--- config.mk ---
export PLATFORM = sky130hd
export DESIGN_NAME = branch_arbiter
export DESIGN_NICKNAME = d
export VERILOG_FILES = /design/src/rtl/branch_arbiter.sv
export SDC_FILE = /design/constraint.sdc
export NUM_CORES = 1
export LEC_CHECK = 0
export ABC_AREA = 1
export BUFFER_PORTS_ARGS = -buffer_cell sky130_fd_sc_hd__clkbuf_2
export CORE_AREA = 2 2 419 421
export CTS_CLUSTER_SIZE = 30
export DETAILED_ROUTE_END_ITERATION = 6
export DIE_AREA = 0 0 421 423
export HOLD_SLACK_MARGIN = 0.12
export MAX_ROUTING_LAYER = met4
export PLACE_DENSITY = 0.3
export SYNTH_ARGS = -nofsm -noshare
export SYNTH_HDL_FRONTEND = slang
export SYNTH_SLANG_ARGS = --single-unit
--- constraint.sdc ---
create_clock -name clk_i -period 10.1 [get_ports clk_i]
set_input_delay 1.01 -clock clk_i [delete_from_list [all_inputs] [get_ports clk_i]]
set_output_delay 1.01 -clock clk_i [all_outputs]
set_load 0.01 [all_outputs]
--- src/rtl/branch_arbiter.sv ---
// rtl/branch_arbiter.sv - two-port round-robin arbiter in front of a shared branch unit
//
// Package branch_arbiter_pkg: operand and result types shared with the branch unit.
//
// Module branch_arbiter: grants one of two branch requesters per cycle to a
// shared combinational branch unit. It registers the result in a single-entry
// response register and stalls after a taken branch until the pipeline flush arrives.
//   clk_i, rst_i                      clock, asynchronous active-high reset
//   reqN_valid_i / reqN_ready_o       per-requester handshake (N = 0, 1)
//   reqN_instr_type_i, reqN_pc_i,
//   reqN_rs1_i, reqN_rs2_i,
//   reqN_imm_i, reqN_tag_i            per-requester branch operands and ROB tag
//   bu_instr_type_o .. bu_imm_o       operands presented to the branch unit
//   bu_taken_i, bu_result_i,
//   bu_link_pc_i                      same-cycle branch unit results
//   resp_valid_o / resp_ready_i       response handshake
//   resp_port_o, resp_tag_o,
//   resp_link_pc_o                    response payload
//   redirect_valid_o, redirect_pc_o   fetch redirect for a taken response
//   flush_i                           pipeline kill from commit

package branch_arbiter_pkg;

    typedef logic [63:0] addrPC_t;
    typedef logic [63:0] bus64_t;

    typedef enum logic [3:0] {
        INSTR_BEQ  = 4'd0,
        INSTR_BNE  = 4'd1,
        INSTR_BLT  = 4'd2,
        INSTR_BGE  = 4'd3,
        INSTR_BLTU = 4'd4,
        INSTR_BGEU = 4'd5,
        INSTR_JAL  = 4'd6,
        INSTR_JALR = 4'd7
    } instr_type_t;

    typedef enum logic {
        NOT_TAKEN = 1'b0,
        TAKEN     = 1'b1
    } branch_decision_t;

endpackage

module branch_arbiter
    import branch_arbiter_pkg::*;
#(
    parameter int TAG_W = 6
) (
    input  logic             clk_i,
    input  logic             rst_i,

    input  logic             req0_valid_i,
    output logic             req0_ready_o,
    input  instr_type_t      req0_instr_type_i,
    input  addrPC_t          req0_pc_i,
    input  bus64_t           req0_rs1_i,
    input  bus64_t           req0_rs2_i,
    input  bus64_t           req0_imm_i,
    input  logic [TAG_W-1:0] req0_tag_i,

    input  logic             req1_valid_i,
    output logic             req1_ready_o,
    input  instr_type_t      req1_instr_type_i,
    input  addrPC_t          req1_pc_i,
    input  bus64_t           req1_rs1_i,
    input  bus64_t           req1_rs2_i,
    input  bus64_t           req1_imm_i,
    input  logic [TAG_W-1:0] req1_tag_i,

    output instr_type_t      bu_instr_type_o,
    output addrPC_t          bu_pc_o,
    output bus64_t           bu_rs1_o,
    output bus64_t           bu_rs2_o,
    output bus64_t           bu_imm_o,

    input  branch_decision_t bu_taken_i,
    input  addrPC_t          bu_result_i,
    input  addrPC_t          bu_link_pc_i,

    output logic             resp_valid_o,
    input  logic             resp_ready_i,
    output logic             resp_port_o,
    output logic [TAG_W-1:0] resp_tag_o,
    output addrPC_t          resp_link_pc_o,

    output logic             redirect_valid_o,
    output addrPC_t          redirect_pc_o,

    input  logic             flush_i
);

    typedef enum logic {
        ST_RUN        = 1'b0,
        ST_WAIT_FLUSH = 1'b1
    } state_t;

    state_t           state_q;
    state_t           state_d;
    logic             rr_q;

    logic             resp_valid_q;
    logic             taken_q;
    logic             resp_port_q;
    logic [TAG_W-1:0] resp_tag_q;
    addrPC_t          resp_link_pc_q;
    addrPC_t          redirect_pc_q;

    logic             drain;
    logic             out_free;
    logic             grant_ok;
    logic             grant0;
    logic             grant1;
    logic             grant_any;
    logic             grant_port;

    // Grant qualification and round-robin selection
    always_comb begin
        drain    = resp_valid_q & resp_ready_i;
        out_free = ~resp_valid_q | drain;
        // A taken response leaving this cycle sends us to WAIT_FLUSH, so nothing
        // may follow it into the register; rst_i keeps ready low while asserted.
        grant_ok = ~rst_i & (state_q == ST_RUN) & ~flush_i & out_free
                 & ~(drain & taken_q);
        grant0   = 1'b0;
        grant1   = 1'b0;
        if (grant_ok) begin
            if (rr_q == 1'b0) begin
                if (req0_valid_i) begin
                    grant0 = 1'b1;
                end else if (req1_valid_i) begin
                    grant1 = 1'b1;
                end
            end else begin
                if (req1_valid_i) begin
                    grant1 = 1'b1;
                end else if (req0_valid_i) begin
                    grant0 = 1'b1;
                end
            end
        end
        grant_any  = grant0 | grant1;
        grant_port = grant1;
    end

    // Branch unit operand mux; data is zeroed when idle so the unit sees no stale operands
    always_comb begin
        bu_instr_type_o = rr_q ? req1_instr_type_i : req0_instr_type_i;
        bu_pc_o         = '0;
        bu_rs1_o        = '0;
        bu_rs2_o        = '0;
        bu_imm_o        = '0;
        if (grant0) begin
            bu_instr_type_o = req0_instr_type_i;
            bu_pc_o         = req0_pc_i;
            bu_rs1_o        = req0_rs1_i;
            bu_rs2_o        = req0_rs2_i;
            bu_imm_o        = req0_imm_i;
        end else if (grant1) begin
            bu_instr_type_o = req1_instr_type_i;
            bu_pc_o         = req1_pc_i;
            bu_rs1_o        = req1_rs1_i;
            bu_rs2_o        = req1_rs2_i;
            bu_imm_o        = req1_imm_i;
        end
    end

    // Next-state logic; flush has priority and always returns to RUN
    always_comb begin
        state_d = state_q;
        if (flush_i) begin
            state_d = ST_RUN;
        end else if ((state_q == ST_RUN) && drain && taken_q) begin
            state_d = ST_WAIT_FLUSH;
        end
    end

    always_ff @(posedge clk_i or posedge rst_i) begin
        if (rst_i) begin
            state_q <= ST_RUN;
            rr_q    <= 1'b0;
        end else begin
            state_q <= state_d;
            if (grant_any) begin
                rr_q <= ~rr_q;
            end
        end
    end

    // Single-entry response register
    always_ff @(posedge clk_i or posedge rst_i) begin
        if (rst_i) begin
            resp_valid_q   <= 1'b0;
            taken_q        <= 1'b0;
            resp_port_q    <= 1'b0;
            resp_tag_q     <= '0;
            resp_link_pc_q <= '0;
            redirect_pc_q  <= '0;
        end else if (flush_i) begin
            resp_valid_q <= 1'b0;
            taken_q      <= 1'b0;
        end else if (grant_any) begin
            resp_valid_q   <= 1'b1;
            taken_q        <= (bu_taken_i == TAKEN);
            resp_port_q    <= grant_port;
            resp_tag_q     <= grant_port ? req1_tag_i : req0_tag_i;
            resp_link_pc_q <= bu_link_pc_i;
            redirect_pc_q  <= bu_result_i;
        end else if (drain) begin
            resp_valid_q <= 1'b0;
            taken_q      <= 1'b0;
        end
    end

    assign req0_ready_o     = grant0;
    assign req1_ready_o     = grant1;
    assign resp_valid_o     = resp_valid_q;
    assign resp_port_o      = resp_port_q;
    assign resp_tag_o       = resp_tag_q;
    assign resp_link_pc_o   = resp_link_pc_q;
    assign redirect_pc_o    = redirect_pc_q;
    assign redirect_valid_o = resp_valid_q & taken_q;

endmodule

## After elaboration in Yosys (flattened, before gate mapping)

Cells that the tools add are included.

- Logic and storage cells: 55
- Bits in registers: 139
- Bits of input ports: 667
- Output and inout port bits: 399

- Reduce and logical (&&, ||, !) cells: 5
- Bitwise logic cells: 15
- Multiplexer cells: 27

Operators by type and width:

| kind | number |
|---|---|
| 2-to-1 mux 64 bit | 8 |
| 2-to-1 mux 1 bit | 15 |
| 2-to-1 mux 4 bit | 3 |
| AND 1 bit | 7 |
| 2-to-1 mux 6 bit | 1 |
| inverter 1 bit | 6 |
| nonzero test 3 bit | 1 |
| logical AND 1 bit | 2 |
| OR 1 bit | 2 |
| AND reduction 2 bit | 1 |
| nonzero test 2 bit | 1 |

## Longest topological paths before layout

- Depth in word-level cells: 9
- Gate-level depth with buffers: 10
- Gate-level depth less buffers: 9

## Worst setup path before layout

No wires, ideal clock.

- Kind: input port to output port
- From: input rst_i
- To: output bu_pc_o[24]
- Path slack: 3.893 ns
- Cell stages on the path: 9
- Data required time: 9.090 ns
- Arrival: 5.197 ns
- Buffers on the path: 2
- Cell sequence: inv_1 -> nand2_2 -> nor2_8 -> nand2_4 -> inv_2 -> buf_6 -> buf_2 -> nand2_1 -> nand2_1

- Word-level cells in the longest chain between the ends: 8
- Elaborated cells between the ends (all ways): 9
- Those cells by class: 4 x mux; 5 x bitwise

RTL lines:

| element | line | source |
|---|---|---|
| start, declared | 51 | `input logic rst_i,` |
| inverter 1 bit * | 123 | `grant_ok = ~rst_i & (state_q == ST_RUN) & ~flush_i & out_free` |
| AND 1 bit * (3 in series) | 123 |  |
| AND 1 bit * | 124 | `& ~(drain & taken_q);` |
| 2-to-1 mux 1 bit | 127 | `if (grant_ok) begin` |
| 2-to-1 mux 64 bit | 159 | `end else if (grant1) begin` |
| 2-to-1 mux 64 bit * | 153 | `if (grant0) begin` |
| end, declared | 72 | `output addrPC_t bu_pc_o,` |

Mark *: on every way between the ends. The rest lies on a longest branch, timed or not.

## Worst setup path after layout

- From: input rst_i
- To: output bu_rs1_o[50]

- Word-level cells in the longest chain between the ends: 8
- Elaborated cells between the ends (all ways): 9
- Those cells by class: 4 x mux; 5 x bitwise

RTL lines:

| element | line | source |
|---|---|---|
| inverter 1 bit * | 123 |  |
| AND 1 bit * (3 in series) | 123 |  |
| AND 1 bit * | 124 |  |
| 2-to-1 mux 1 bit | 127 |  |
| 2-to-1 mux 64 bit | 159 |  |
| 2-to-1 mux 64 bit * | 153 |  |
| end, declared | 73 | `output bus64_t bu_rs1_o,` |

Marked as above.

==> results.toml <==
[logic_synthesis]
syn_nets = 2124
synth_top_cell_by_area = "nand2_1"
synthMostInstantiatedCell = "nand2_1"
yosys_register_bits = 139
syn_inst = 1457
netlist_area_mm2 = 0.00884
synthTopCellsByCount = "1189 x nand2_1, 139 x dfrtp_1, 39 x buf_2, 25 x buf_6, 20 x buf_4"
syn_avg_cell_area_um2 = 6.07
synth.top_cell.area_share_pct = 50.5
seq_area_frac_synth_pct = 39.3
synth_edf_count = 0
synth-async-reset-ratio_pct = 100
ys_warn_count = 0
synth_cell_types = 20
ys.flop_type = "dfrtp_1"
ys_top_cells_by_area = "nand2_1 50%, dfrtp_1 39%, buf_6 3.2%"

[sta]
fmax_mhz = 193
hold_viol = 0
worstMarginPinSlew_ns = 0.983
holdWs_ns = 0.476
slew_headroom_pct = 34.5
min_period_ns = 5.17
fin_crit_sh_pct = 51.2
setup_viol = 0
finalMaxSlewViolations = 0
rsz0062_at_grt = "false"
fin_worst_skew_ns = 0.0166
fin_tns_setup_ns = 0

[detailed_routing]
antenna_left = 0
first_pass_iters = 4
vias_per_cell = 2.76
wire_per_inst_um = 20.8
wl_mm = 100
dr.first_iter.drc_count = 888
vias = 13296
post-route-drc-count = 0

[grt]
grt_usage_pct = 11.1
grt_max_degree = 143
grt_pass1_vias = 13122
antenna_found_initial = 66
grt_overflow = 0
grt_pass1_wl_mm = 128

[pwr]
power.density_mw_per_mm2 = 135
p_leak_nw = 10.1
irDropWorstVdd_uv = 113
total_power_w = 0.00233

[clock_tree]
htreeDepth = 4
tritoncts = "done"
root_buffer = "clkbuf_16"
postCtsSetupBuffers = 0
cts_resized = 0
hold_buffers = 0
clock_latency_ns = 0.50
cts_buffer_depth = 2
clk_pin_slew_ns = 0.06
numCtsBuffers = 17
cts.sinks = 139

[layout]
fin_util_pct = 9.95
final_area_mm2 = 0.0172
fin_nets = 3129
drive_above_1_share_pct = 45.0
area_growth_pct = 94.9

[run_status]
status = "finished, final reports clean"

[setup_path]
worst_ep_required_time_ns = 9.09
cp-start-kind = "input port"
end_kind = "output port"
cp-startpoint = "rst_i"
cp_max_fo = 142
cp-endpoint = "bu_rs1_o[50]"
critical_path_class = "in2out"
arrival_ns = 4.16
r2r_start = "resp_valid_o"
ff2ff_setup_slack_ns = 7.09
r2r_cells = 8
reg2reg_to = "resp_link_pc_o[3]"

[floorplanning]
num_rows = 153
fp.dieW_um = 421
fp.dieH_um = 423
pin_count = 1066
fp.dieArea_mm2 = 0.178
initial_core_util_pct = 5.10
coreArea_mm2 = 0.173

[hold_path]
hold_path_class = "reg2reg"

[placed_design]
dp_hpwl_mm = 87.5
port-buffer-count = 1065
place_area_mm2 = 0.0166
gp_congestion = 1.05

[job]
drv_cap = 0
[logic make-up (layout without fill, tap and decap cells)]
| group | after synthesis | count (layout) | share of synthesized area (%) |
|---|---|---|---|
| simple gates | 1212 | 1212 | 52.3 |
| other cells | 0 | 19 | 0 |
| flops | 139 | 139 | 39.3 |
| buf+inv | 100 | 1118 | 7.78 |
| xor+xnor | 1 | 1 | 0.0991 |
| compound gates | 5 | 5 | 0.510 |
[worst max-delay path, cell delays in order]
cell and delay [ns]:
clkbuf_2 0.11, inv_6 0.34, nand2_2 0.16, nor2_8 0.28
nand2_4 0.16, inv_8 0.36, buf_12 0.55, nand2_1 0.30
nand2_1 0.28, clkbuf_2 0.19
[power by group]
part,total [W],internal [W],switching (W)
registers,0.000754,0.000684,0.0000703
logic,0.000868,0.000318,0.000551
clock network,0.000708,0.000393,0.000315
total,0.00233,0.00139,0.000935
[worst min path at each step]
stage	slack [ns]	start	depth (start not counted)	endpoint
4_1_cts	0.48	redirect_pc_o[17]	2	redirect_pc_o[17]
2_1_floorplan	0.49	state_q	2	state_q
6_report	0.48	redirect_pc_o[17]	2	redirect_pc_o[17]
3_3_place_gp	0.46	resp_link_pc_o[46]	2	resp_link_pc_o[46]
3_5_place_dp	0.46	redirect_pc_o[17]	2	redirect_pc_o[17]
5_1_grt	0.50	resp_link_pc_o[13]	2	resp_link_pc_o[13]
[registers in the layout, indices dropped and copies added (netlist names)]
| register | count |
|---|---|
| taken_q | 1 |
| resp_port_o | 1 |
| redirect_pc_o | 64 |
| state_q | 1 |
| resp_tag_o | 6 |
| rr_q | 1 |
| resp_valid_o | 1 |
| resp_link_pc_o | 64 |
[per-stage QoR]
step / setup slack (ns) / instances
final: 4.93 / 4819
after global routing: 4.74 / 4819
after CTS: 4.88 / 4800
after detailed placement: 4.89 / 4768
after global placement: 4.87 / 4768
after floorplan: 3.89 / 1457
[per-layer routing]
metal | vias to the layer above | share of wire [%] | wire [um] | GRT usage [%]
met2 | 625 | 53 | 53200 | 19.8
met5 | - | 0 | 0 | -
met3 | 97 | 5.3 | 5280 | 2.38
met1 | 6218 | 40 | 40500 | 12.7
li1 | 6356 | - | - | -
met4 | 0 | 1.3 | 1270 | 2.34
[final cells by class]
cell class	instances	area [um^2]
well taps	2325	2910
clock buffers	18	429
diodes	19	47.5
multi-input cells	1218	4680
inverters	15	78.8
fillers	20650	156000
clock inverters	14	181
repair buffers	1071	5430
flip-flops and latches	139	3480
[layout by cell type, fill, tap and decap left out, types with 2 or more instances in the layout]
master	n
nand2_4	2
diode_2	19
nor2_1	2
dfrtp_1	139
clkbuf_16	17
nand2_1	1189
buf_4	2
a21oi_1	2
bufinv_16	3
inv_6	6
nand3_1	11
inv_1	10
inv_8	3
clkinvlp_4	3
nand3b_1	6
buf_12	4
clkbuf_2	1065
No activity file was read; power rests on OpenSTA's default activity.
